### config.mk
export PLATFORM = sky130hd
export DESIGN_NAME = motion_seq
export DESIGN_NICKNAME = d
export VERILOG_FILES = /design/src/rtl/motion_seq_pkg.sv /design/src/rtl/motion_cmd_fifo.sv /design/src/rtl/motion_seq.sv
export SDC_FILE = /design/constraint.sdc
export NUM_CORES = 1
export LEC_CHECK = 0
export ABC_CLOCK_PERIOD_IN_PS = 22200
export CORE_UTILIZATION = 50
export DETAILED_ROUTE_END_ITERATION = 8
export PLACE_DENSITY_LB_ADDON = 0.25
export SKIP_LAST_GASP = 1
export SLEW_MARGIN = 10
export SYNTH_ARGS = -nofsm -noshare
export SYNTH_HDL_FRONTEND = slang
export SYNTH_SLANG_ARGS = --single-unit
export TNS_END_PERCENT = 20
### constraint.sdc
create_clock -name clk -period 22.2 [get_ports clk]
set_input_delay 2.22 -clock clk [delete_from_list [all_inputs] [get_ports clk]]
set_output_delay 2.22 -clock clk [all_outputs]
set_load 0.05 [all_outputs]
### src/rtl/motion_seq_pkg.sv
// Shared encodings for the motion command sequencer: command types, FSM states
// and the layout of a queued command word {type, value, duration}.
package motion_seq_pkg;

  localparam int unsigned DUR_W   = 32;
  localparam int unsigned DUR_LSB = 0;
  localparam int unsigned VAL_LSB = DUR_W;

  localparam logic CMD_MOVE   = 1'b0;
  localparam logic CMD_SETPOS = 1'b1;

  typedef enum logic [2:0] {
    ST_IDLE   = 3'd0,
    ST_FETCH  = 3'd1,
    ST_RUN    = 3'd2,
    ST_SETPOS = 3'd3,
    ST_NEXT   = 3'd4
  } state_e;

  // Command word width for a given velocity width.
  function automatic int unsigned cmd_w(input int unsigned vw);
    return 1 + vw + DUR_W;
  endfunction

  // Bit position of the command-type flag (MSB of the word).
  function automatic int unsigned type_bit(input int unsigned vw);
    return DUR_W + vw;
  endfunction

endpackage

### src/rtl/motion_cmd_fifo.sv
// Single-clock command FIFO with async reset, flush, and registered full/empty/level.
module motion_cmd_fifo #(
  parameter int unsigned DEPTH = 16,
  parameter int unsigned WIDTH = 65
) (
  input  logic                     clk,
  input  logic                     reset,
  input  logic                     push,
  input  logic [WIDTH-1:0]         wr_data,
  input  logic                     pop,
  output logic [WIDTH-1:0]         rd_data_c,
  input  logic                     flush,
  output logic                     full,
  output logic                     empty,
  output logic [$clog2(DEPTH):0]   level
);

  localparam int unsigned AW = $clog2(DEPTH);
  localparam int unsigned LW = AW + 1;

  logic [WIDTH-1:0] mem [DEPTH];
  logic [AW-1:0]    wr_ptr;
  logic [AW-1:0]    rd_ptr;
  logic             do_push;
  logic             do_pop;
  logic [LW-1:0]    level_d;

  // Qualified handshakes and next occupancy; flush wins over push/pop.
  always_comb begin
    do_push = push && !full;
    do_pop  = pop && !empty;
    level_d = level;
    if (flush) begin
      level_d = '0;
    end else begin
      level_d = level + LW'(do_push) - LW'(do_pop);
    end
  end

  always_ff @(posedge clk or posedge reset) begin
    if (reset) begin
      wr_ptr <= '0;
      rd_ptr <= '0;
      level  <= '0;
      full   <= 1'b0;
      empty  <= 1'b1;
    end else begin
      if (flush) begin
        wr_ptr <= '0;
        rd_ptr <= '0;
      end else begin
        if (do_push) wr_ptr <= wr_ptr + AW'(1);
        if (do_pop)  rd_ptr <= rd_ptr + AW'(1);
      end
      level <= level_d;
      full  <= (level_d == LW'(DEPTH));
      empty <= (level_d == '0);
    end
  end

  // Storage carries no reset; validity is tracked by the pointers.
  always_ff @(posedge clk) begin
    if (do_push && !flush) mem[wr_ptr] <= wr_data;
  end

  assign rd_data_c = mem[rd_ptr];

endmodule

### src/rtl/motion_seq.sv
// Motion command sequencer: queues MOVE/SETPOS commands and turns them into a
// saturating constant-acceleration velocity profile plus position presets for step_gen.
module motion_seq
  import motion_seq_pkg::*;
#(
  parameter int unsigned DEPTH = 16,
  parameter int unsigned VW    = 32
) (
  input  logic                   clk,
  input  logic                   reset,
  input  logic                   cmd_valid,
  output logic                   cmd_ready,
  input  logic                   cmd_type,
  input  logic [VW-1:0]          cmd_value,
  input  logic [31:0]            cmd_duration,
  input  logic                   start,
  input  logic                   abort,
  output logic signed [VW-1:0]   velocity,
  output logic [VW-1:0]          data_out,
  output logic                   set_position,
  output logic                   busy,
  output logic                   underrun,
  output logic [$clog2(DEPTH):0] fifo_level
);

  localparam int unsigned CW    = cmd_w(VW);
  localparam int unsigned TYPEB = type_bit(VW);

  // Symmetric clamp range; the most-negative code is excluded.
  localparam logic signed [VW:0] VEL_MAX = {2'b00, {(VW-1){1'b1}}};
  localparam logic signed [VW:0] VEL_MIN = {2'b11, {(VW-2){1'b0}}, 1'b1};

  state_e                state_q;
  state_e                state_d;
  logic [CW-1:0]         cmd_word;
  logic [CW-1:0]         head;
  logic                  head_type;
  logic [VW-1:0]         head_value;
  logic [DUR_W-1:0]      head_dur;
  logic                  fifo_push;
  logic                  fifo_pop;
  logic                  fifo_flush;
  logic                  fifo_full;
  logic                  fifo_empty;

  logic signed [VW-1:0]  accel_q;
  logic signed [VW-1:0]  accel_d;
  logic [DUR_W-1:0]      cnt_q;
  logic [DUR_W-1:0]      cnt_d;
  logic signed [VW-1:0]  vel_d;
  logic [VW-1:0]         data_d;
  logic                  setpos_d;
  logic                  under_d;
  logic signed [VW:0]    sum;
  logic signed [VW-1:0]  sat_vel;

  assign cmd_word  = {cmd_type, cmd_value, cmd_duration};
  assign cmd_ready = !fifo_full;
  assign fifo_push = cmd_valid && cmd_ready;

  assign head_type  = head[TYPEB];
  assign head_value = head[VAL_LSB +: VW];
  assign head_dur   = head[DUR_LSB +: DUR_W];

  motion_cmd_fifo #(
    .DEPTH (DEPTH),
    .WIDTH (CW)
  ) u_fifo (
    .clk       (clk),
    .reset     (reset),
    .push      (fifo_push),
    .wr_data   (cmd_word),
    .pop       (fifo_pop),
    .rd_data_c (head),
    .flush     (fifo_flush),
    .full      (fifo_full),
    .empty     (fifo_empty),
    .level     (fifo_level)
  );

  // Saturating velocity update, evaluated one bit wider than the datapath.
  always_comb begin
    sum = {velocity[VW-1], velocity} + {accel_q[VW-1], accel_q};
    if (sum > VEL_MAX) begin
      sat_vel = VEL_MAX[VW-1:0];
    end else if (sum < VEL_MIN) begin
      sat_vel = VEL_MIN[VW-1:0];
    end else begin
      sat_vel = sum[VW-1:0];
    end
  end

  // Next-state and datapath decisions; abort overrides every state.
  always_comb begin
    state_d    = state_q;
    vel_d      = velocity;
    accel_d    = accel_q;
    cnt_d      = cnt_q;
    data_d     = data_out;
    setpos_d   = 1'b0;
    under_d    = underrun;
    fifo_pop   = 1'b0;
    fifo_flush = 1'b0;

    if (abort) begin
      state_d    = ST_IDLE;
      vel_d      = '0;
      fifo_flush = 1'b1;
    end else begin
      case (state_q)
        ST_IDLE: begin
          if (start) begin
            under_d = 1'b0;
            if (!fifo_empty) state_d = ST_FETCH;
          end
        end
        ST_FETCH: begin
          fifo_pop = 1'b1;
          if (head_type == CMD_SETPOS) begin
            data_d   = head_value;
            setpos_d = 1'b1;
            state_d  = ST_SETPOS;
          end else begin
            accel_d = head_value;
            cnt_d   = head_dur;
            state_d = (head_dur != '0) ? ST_RUN : ST_NEXT;
          end
        end
        ST_RUN: begin
          vel_d = sat_vel;
          cnt_d = cnt_q - DUR_W'(1);
          if (cnt_q == DUR_W'(1)) state_d = ST_NEXT;
        end
        ST_SETPOS: begin
          state_d = ST_NEXT;
        end
        ST_NEXT: begin
          if (!fifo_empty) begin
            state_d = ST_FETCH;
          end else begin
            state_d = ST_IDLE;
            if (velocity != '0) begin
              vel_d   = '0;
              under_d = 1'b1;
            end
          end
        end
        default: begin
          state_d = ST_IDLE;
        end
      endcase
    end
  end

  always_ff @(posedge clk or posedge reset) begin
    if (reset) begin
      state_q      <= ST_IDLE;
      velocity     <= '0;
      accel_q      <= '0;
      cnt_q        <= '0;
      data_out     <= '0;
      set_position <= 1'b0;
      underrun     <= 1'b0;
      busy         <= 1'b0;
    end else begin
      state_q      <= state_d;
      velocity     <= vel_d;
      accel_q      <= accel_d;
      cnt_q        <= cnt_d;
      data_out     <= data_d;
      set_position <= setpos_d;
      underrun     <= under_d;
      busy         <= (state_d != ST_IDLE);
    end
  end

endmodule
# After elaboration in Yosys (flattened, before gate mapping)

Memory sizes are Yosys's and may differ from the RTL's.
Index checks and enable logic that the tools add are counted.

Register bits after elaboration: 149
Bits in writable memories: 1040
Bits of input ports: 70
Output and inout port bits: 73
Logic and storage cells: 91
Memories kept: 1

Memory list:

| name       | words | bits a word | rd ports | clocked after memory_dff | write ports | line                  | source |
|---|---|---|---|---|---|---|---|
| u_fifo.mem | 16    | 65          | 1        | 0                        | 1           | motion_cmd_fifo.sv:21 | `logic [WIDTH-1:0] mem [DEPTH];` |

$add $sub $neg: 6
Order comparisons: 2
Equal/unequal tests: 12
Multiplexer cells: 33
Bitwise gates (word level): 2
Reductions and logical operators: 22

Operator list:

| kind                                                                           | count |
|---|---|
| 32-bit two-way mux                                                             | 6 |
| 32-bit case mux with 2 select lines                                            | 2 |
| 32-bit nonzero test                                                            | 2 |
| 32-bit by 32-bit adder with 33-bit output                                      | 1 |
| 33-bit by 32-bit > comparator with 1-bit output, second input constant         | 1 |
| 33-bit by 32-bit less-than comparator with 1-bit output, second input constant | 1 |
| 32-bit by 1-bit equality test with 1-bit output, second input constant         | 1 |
| 32-bit by 1-bit subtractor with 32-bit output, second input constant           | 1 |
| 3-bit two-way mux                                                              | 6 |
| 4-bit two-way mux                                                              | 4 |
| 3-bit case mux with 5 select lines                                             | 1 |
| 1-bit two-way mux                                                              | 12 |
| 3-bit AND reduction                                                            | 4 |
| 4-bit by 1-bit adder with 4-bit output, second input constant                  | 2 |
| 2-bit nonzero test                                                             | 4 |
| 3-bit by 2-bit equality test with 1-bit output, second input constant          | 2 |
| 2-bit != test, second input constant                                           | 3 |
| 3-bit nonzero test                                                             | 2 |
| 5-bit by 1-bit adder with 5-bit output                                         | 1 |
| 5-bit equality test, second input constant                                     | 1 |
| 5-bit logical NOT                                                              | 1 |
| 5-bit two-way mux                                                              | 1 |
| 5-bit AND reduction                                                            | 1 |
| 5-bit by 1-bit subtractor with 5-bit output                                    | 1 |
| other kinds (10)                                                               | 16 |

# Longest topological paths before layout

Gate-level depths: netlist of run 1.

Depth in word-level cells: 7
Depth in mapped cells: 15
Gate-level depth less buffers: 13

# Hierarchy

From an unflattened synthesis of run 1, not the netlist that was laid out.

Cells, all modules: 2699
Area, all modules: 48350.1 um^2

By module, submodules not included:

| module          | times used | cells an instance | area each (um^2) | sequential area each (um^2) |
|---|---|---|---|---|
| motion_cmd_fifo | 1          | 1690              | 39761.9          | 31606.6 |
| motion_seq      | 1          | 1009              | 8588.2           | 3353.2 |

# Worst setup path after synthesis of run 1

No wires, ideal clock.

Path kind: input port to flip-flop
Start: in cmd_valid
End: mem u_fifo.mem[0][0], enable pin
Library setup time: 0.648 ns
Arrival: 8.682 ns
Required time: 21.552 ns
Path slack: 12.870 ns
Cell stages on the path: 4
Path buffers: 0
Path through: nand2_1 -> clkinv_1 -> nand2_1 -> nor4_1

Cells in the longest elaborated chain, start to end: 5

RTL lines:

| element                                 | line                  | source |
|---|---|---|
| from (decl)                             | motion_seq.sv:11      | `input logic cmd_valid,` |
| 1-bit logical AND                       | motion_seq.sv:59      | `assign fifo_push = cmd_valid && cmd_ready;` |
| 1-bit logical AND                       | motion_cmd_fifo.sv:30 | `do_push = push && !full;` |
| 1-bit logical AND                       | motion_cmd_fifo.sv:63 | `if (do_push && !flush) mem[wr_ptr] <= wr_data;` |
| 1-bit two-way mux                       | motion_cmd_fifo.sv:63 |  |
| 1-bit two-way mux (not written as such) | motion_cmd_fifo.sv:63 |  |
| to (decl)                               | motion_cmd_fifo.sv:21 |  |

No other way between the ends.

# Final worst setup path of run 1

Start: reg u_fifo.rd_ptr[0]
End: reg state_q[1]

Cells in the longest elaborated chain, start to end: 6

RTL lines:

| element                                | line                  | source |
|---|---|---|
| from (decl)                            | motion_cmd_fifo.sv:23 | `logic [AW-1:0] rd_ptr;` |
| from (signal assigned)                 | motion_cmd_fifo.sv:53 | `if (do_pop) rd_ptr <= rd_ptr + AW'(1);` |
| memory read 16 x 65 bit (*)            | --                    |  |
| 32-bit nonzero test                    | motion_seq.sv:126     | `state_d = (head_dur != '0) ? ST_RUN : ST_NEXT;` |
| 3-bit two-way mux                      | motion_seq.sv:126     |  |
| 3-bit two-way mux (*)                  | motion_seq.sv:119     | `if (head_type == CMD_SETPOS) begin` |
| 3-bit case mux with 5 select lines (*) | motion_seq.sv:110     | `case (state_q)` |
| 3-bit two-way mux (*)                  | motion_seq.sv:105     | `if (abort) begin` |
| named net state_d[1]                   | motion_seq.sv:34      | `state_e state_d;` |
| to (signal assigned)                   | motion_seq.sv:166     | `state_q <= state_d;` |
| to (decl)                              | motion_seq.sv:33      | `state_e state_q;` |

Mark *: on every way through the listed nets, which the timed path passes. The rest lies on a longest branch.
A chain may end at the register's enable or synchronous reset.

==> flow_summary.toml, run 1 <==
[die]
coreArea_um2 = 95000
placementRows = 113
die_x_um = 312
start_util_pct = 50.5
dieArea_um2 = 97200
pin_count = 143
fp.dieH_um = 312

[synthesis]
syn_avg_cell_area_um2 = 19.8
synth_most_common_cell = "edfxtp_1"
syn_area_um2 = 48000
ys_warn_count = 0
synth_top_cell_by_area = "edfxtp_1"
ys_types = 79
synth.top_cells.by_area = "edfxtp_1, mux4_2, dfrtp_1, mux2_2, ha_1"
yosys-top-cells-count = "edfxtp_1, mux4_2, dfrtp_1"
synth_top_area_share_pct = 65.1
synthCells = 2428
synthesis.nets = 2544
ys_seq_elements = 1189
ys_seq_area_share_pct = 72.9
async_flop_share_pct = 12.5
synth_flop_cell = "edfxtp_1"
synth_edf_count = 1040

[timing]
max_slew.worst_pin.slew_ps = 1140
finalMaxSlewViolations = 0
rsz0062_at_grt = "no"
hold_viol = 0
finalSetupViolCount = 0
fmax_ghz = 0.192
slew_headroom_pct = 24.0
setup_tns_ps = 0
fin_crit_ps = 5200
period_share_pct = 23.4
fin_worst_skew_ps = 29.9

[global_routing]
grt_pass1_wl_um = 165000
grt_pass1_vias = 25100
track_usage_pct = 23.0
antenna_found_initial = 6
grt_overflow = 0
grt_max_degree = 114

[clocking]
holdBufCountCts = 0
cts-root-buf = "clkbuf_16"
clkTransAtPathRegs_ps = 60
cts_tree = "built"
cts_sinks = 1189
cts-htree-levels = 3
insertion_delay_ps = 710
cts_setup_buffers = 0
cts_resized = 0
cts_max_path_buffers = 3
cts_made_buffers = 116

[pwr]
leakagePower_nw = 17.4
power_mw = 5.63
power_density_nw_per_um2 = 103
p_clk_share_pct = 35.0
pwr-share-comb_pct = 17.5
switching_share_pct = 26.9
intPower_mw = 4.11
switchingPower_mw = 1.52
irDropWorstVdd_uv = 95.3
pwr-share-seq_pct = 47.5

[setup_path]
criticalPathCategory = "flop to flop"
crit_required_ps = 22770
reg2reg_depth = 10
r2r-start = "u_fifo.rd_ptr[0]$_DFFE_PP0P_"
critPathLaunchType = "flop"
endpoint_kind = "flop"
cp_max_fo = 113
critPathArrivalTime_ps = 5770
r2r_slack_ps = 17000
reg2reg_to = "state_q[1]$_DFF_PP0_"

[placed_design]
gp_congestion = 0.908
port_buffers = 142
dp_hpwl_um = 61600
place_inst = 3747

[layout]
fin_cells = 3965
seqCellArea_um2 = 35000
area_growth_pct = 13.8
multiInputGateArea_um2 = 12400
fillers = 6965
drive_gt1_share_pct = 23.4
fin_nets = 2716

[routing]
vias_per_cell = 6.15
drtIter0Drc = 2322
dr.pass1.iters = 5
drcViolationCount = 0
via_count = 24400
wl_per_cell_um = 27.8
wirelength_um = 110000
ant_nets = 0

[status]
status = "finished, final reports clean"

[worst_hold_path]
hold_start = "data_out[28]$_DFFE_PP0P_"
hold_path_depth = 2
hp-class = "flop to flop"
hold-path-endpoint = "data_out[28]$_DFFE_PP0P_"

[run]
max-cap-violations = 0
routing by layer:
layer	GRT usage [%]	wire length (um)	vias up
li1	-	-	10400
met1	31.6	45300	13000
met2	38.6	55700	866
met3	3.90	6810	174
met4	5.63	2370	6
met5	0	46	-
flip-flops by register name, indices dropped and copies added (netlist names), 3 cells and up:
register	flops
u_fifo.mem	1040
accel_q	32
cnt_q	32
data_out	32
velocity	32
u_fifo.level	5
u_fifo.rd_ptr	4
u_fifo.wr_ptr	4
state_q	3
critical path: stages, from the launching register on:
cell	delay, ps
dfrtp_4	1090
buf_12	670
buf_12	750
mux4_2	600
mux4_2	530
nor4_1	410
nand4_1	240
nor3_2	280
nor2_1	60
a21oi_1	110
nor3_1	50
cells in the final DEF (no fill, tap or decap), types with 10 or more instances in the layout:
| cell type | n |
|---|---|
| nand3_1 | 21 |
| nor3_1 | 27 |
| a21oi_1 | 104 |
| mux4_2 | 325 |
| mux2_2 | 64 |
| and2_4 | 12 |
| clkbuf_16 | 117 |
| clkinv_1 | 22 |
| nand4_1 | 15 |
| clkinv_2 | 18 |
| buf_4 | 33 |
| nor4_1 | 19 |
| nand2b_1 | 13 |
| nand2_1 | 97 |
| clkdlybuf4s50_1 | 142 |
| nor2_1 | 79 |
| o21ai_0 | 63 |
| clkbuf_1 | 29 |
| a31oi_1 | 16 |
| bufinv_16 | 14 |
| ha_1 | 44 |
| inv_1 | 25 |
| xnor2_1 | 19 |
| edfxtp_1 | 1040 |
| xor2_1 | 15 |
| a22oi_1 | 10 |
| dfrtp_1 | 144 |
cells by family (layout without fill, tap and decap cells):
kind of cell,after synthesis,in the layout,synth area share (%)
AOI/OAI and AO/OA,267,267,3.40
and+or+nand+nor,349,349,3.64
other,0,3,0
buffers and inverters,150,419,1.41
muxes,393,393,16.8
DFF,1189,1189,72.9
xor gates and xnor gates,34,34,0.621
adders and majority gates,46,46,1.23
area by class of cell:
type	instances	area share, %
Tap cell	1265	2.90
Clock inverter	68	1.41
Sequential cell	1189	64.0
Inverter	27	0.195
Antenna cell	3	0.0137
Multi-Input combinational cell	1089	22.7
Clock buffer	147	5.59
Timing Repair Buffer	177	3.13
worst max-delay path by stage:
stage                                       from                          to  cells after the start
floorplan                              cmd_valid  u_fifo.mem[0][0]$_DFFE_PP_                      4
global placement                           abort       u_fifo.full$_DFF_PP0_                     14
detailed placement                         abort       u_fifo.full$_DFF_PP0_                     14
CTS                 u_fifo.rd_ptr[0]$_DFFE_PP0P_        state_q[1]$_DFF_PP0_                     10
global route        u_fifo.rd_ptr[0]$_DFFE_PP0P_        state_q[1]$_DFF_PP0_                     10
finish              u_fifo.rd_ptr[0]$_DFFE_PP0P_        state_q[1]$_DFF_PP0_                     10
power by group through the flow:
stage               combinational [mW]  sequential [mW]  clock (mW)
floorplan                        0.591             2.81           0
global placement                 0.971             2.71           0
detailed placement               0.990             2.72           0
CTS                              0.993             2.67        2.00
global route                      1.06             2.69        2.08
finish                           0.987             2.67        1.97
per-stage QoR:
stage | hold WS, ps | cell area [um2] | worst slack [ps] | utilization (%)
2_1_floorplan | 441 | 48000 | 12870 | -
3_3_place_gp | 460 | 50800 | 16480 | 53.5
3_5_place_dp | 469 | 50800 | 16520 | 53.5
4_1_cts | 483 | 54600 | 16870 | 57.5
5_1_grt | 520 | 54600 | 16540 | 57.5
6_report | 483 | 54600 | 17000 | 57.5
Note: power is estimated with default switching activity, not from simulation.
==> run 2, diff against run 1 <==
--- a/config.mk
+++ b/config.mk
@@ -5,7 +5,7 @@
 export SDC_FILE = /design/constraint.sdc
 export NUM_CORES = 1
 export LEC_CHECK = 0
-export ABC_CLOCK_PERIOD_IN_PS = 22200
+export ABC_CLOCK_PERIOD_IN_PS = 4200
 export CORE_UTILIZATION = 50
 export DETAILED_ROUTE_END_ITERATION = 8
 export PLACE_DENSITY_LB_ADDON = 0.25
==> constraint.sdc (replaced) <==
create_clock -name clk -period 4.2 [get_ports clk]
set_input_delay 0.42 -clock clk [delete_from_list [all_inputs] [get_ports clk]]
set_output_delay 0.42 -clock clk [all_outputs]
set_load 0.05 [all_outputs]
==> flow_summary.toml, run 2 (synthesized netlist as in run 1, its figures left out) <==
[clocking]
clkTransAtPathRegs_ps = 60
cts_resized = 0
holdBufCountCts = 0
cts_made_buffers = 117
insertion_delay_ps = 700
cts-root-buf = "clkbuf_16"
cts_sinks = 1189
cts_max_path_buffers = 3
cts_setup_buffers = 0
cts_tree = "built"
cts-htree-levels = 3

[global_routing]
grt_pass1_vias = 25500
track_usage_pct = 23.5
grt_max_degree = 96
grt_overflow = 0
grt_pass1_wl_um = 168000
antenna_found_initial = 4

[timing]
period_share_pct = 85.3
finalSetupViolCount = 0
fmax_ghz = 0.279
slew_headroom_pct = 30.6
hold_viol = 0
rsz0062_at_grt = "no"
setup_slack_ps = 618
fin_crit_ps = 3580
finalMaxSlewViolations = 0
fin_worst_skew_ps = 18.6
setup_tns_ps = 0
max_slew.worst_pin.slew_ps = 1040

[routing]
via_count = 24600
ant_nets = 0
wirelength_um = 113000
vias_per_cell = 6.14
wl_per_cell_um = 28.2
drcViolationCount = 0
dr.pass1.iters = 5
drtIter0Drc = 2491

[pwr]
pwr-share-seq_pct = 47.6
leakagePower_nw = 17.7
power_mw = 29.7
p_clk_share_pct = 34.5
switchingPower_mw = 8.06
pwr-share-comb_pct = 17.9
power_density_nw_per_um2 = 537
intPower_mw = 21.6
irDropWorstVdd_uv = 367
switching_share_pct = 27.2

[setup_path]
critPathArrivalTime_ps = 4160
critPathLaunchType = "flop"
cpPeakStageDelay_ps = 490
cp.buffers_inverters = 1
crit_required_ps = 4780
crit_chain = "ha_1, a21oi_1, o21ai_1, o221a_2, nor4_1, o211ai_1, a31oi_1, xor2_1, or3_1, buf_4, nand2_1, a22o_1"
crit_family = "compound AO/OA/AOI/OAI gates"
endpoint_kind = "flop"
cp_slowest_cell = "dfrtp_1"
cp_max_fo = 27
criticalPathCategory = "flop to flop"

[layout]
fin_cells = 4008
final_common_cell = "edfxtp_1"
utilization_pct = 58.1
largest_register_ff_count = 1040
top_register = "u_fifo.mem"
layout_common_cells = "edfxtp_1, mux4_2, dfrtp_1"
fin_nets = 2756
drive_gt1_share_pct = 24.8
area_growth_pct = 15.2

[die]
coreArea_um2 = 95000
placementRows = 113
die_x_um = 312
fp.dieH_um = 312
start_util_pct = 50.5
dieArea_um2 = 97200
pin_count = 143

[placed_design]
pre_cts_ws_ps = 722
gp_congestion = 0.944
port_buffers = 142
dp_hpwl_um = 65700
place_inst = 3786

[worst_hold_path]
hp-class = "input port to asynchronous set/reset pin"

[status]
status = "finished, final reports clean"

[run]
max-cap-violations = 0
## run 2: cell count changes in the layout (fill, tap and decap cells not counted), moves of 2 or more
| cell | before | now |
|---|---|---|
| buf_4 | 33 | 43 |
| clkbuf_1 | 29 | 27 |
| clkinv_8 | 3 | 0 |
| clkinv_4 | 3 | 0 |
| bufinv_16 | 14 | 7 |
| clkinv_1 | 22 | 18 |
| clkbuf_8 | 1 | 11 |
| clkinv_2 | 18 | 29 |
| buf_12 | 2 | 31 |
| clkbuf_16 | 117 | 119 |
## run 2: final cells by class
| class | instances | area, um2 |
|---|---|---|
| Antenna cell | 2 | 5.00 |
| Clock buffer | 157 | 3230 |
| Clock inverter | 63 | 554 |
| Fill cell | 6928 | 39800 |
| Inverter | 27 | 106 |
| Multi-Input combinational cell | 1089 | 12400 |
| Sequential cell | 1189 | 35000 |
| Tap cell | 1265 | 1580 |
| Timing Repair Buffer | 216 | 2360 |
## run 2: power by group through the flow
| stage | Combinational, mW | Sequential, mW | Clock [mW] |
|---|---|---|---|
| 4_1_cts | 5.34 | 14.1 | 10.4 |
| 3_3_place_gp | 5.23 | 14.3 | 0 |
| 6_report | 5.32 | 14.1 | 10.2 |
| 2_1_floorplan | 3.13 | 14.8 | 0 |
| 5_1_grt | 5.72 | 14.2 | 10.8 |
| 3_5_place_dp | 5.32 | 14.3 | 0 |
## run 2: per-stage QoR
stage | hold WS, ps | cell area (um2)
final | 305 | 55200
after global routing | 387 | 55200
after CTS | 347 | 55200
after detailed placement | 465 | 51500
after global placement | 461 | 51500
after floorplan | 441 | 48000
## run 2: metal layers
metal	routed length (um)	global-route usage, %
met5	20	0
met4	2520	6.25
met3	6380	3.39
met2	57800	39.8
met1	46500	32.2
## run 2: final timing paths
path                       slack, ps                        to  cells after the start                     start
max                              620  velocity[21]$_DFFE_PP0P_                     12  velocity[22]$_DFFE_PP0P_
min                              310   data_out[5]$_DFFE_PP0P_                      2                     reset
max reg2reg                      620  velocity[21]$_DFFE_PP0P_                     12  velocity[22]$_DFFE_PP0P_
min reg2reg                      480  data_out[28]$_DFFE_PP0P_                      2  data_out[28]$_DFFE_PP0P_
max in group asynchronous       2970   accel_q[21]$_DFFE_PP0P_                      3                     reset
min in group clk                 480  data_out[28]$_DFFE_PP0P_                      2  data_out[28]$_DFFE_PP0P_
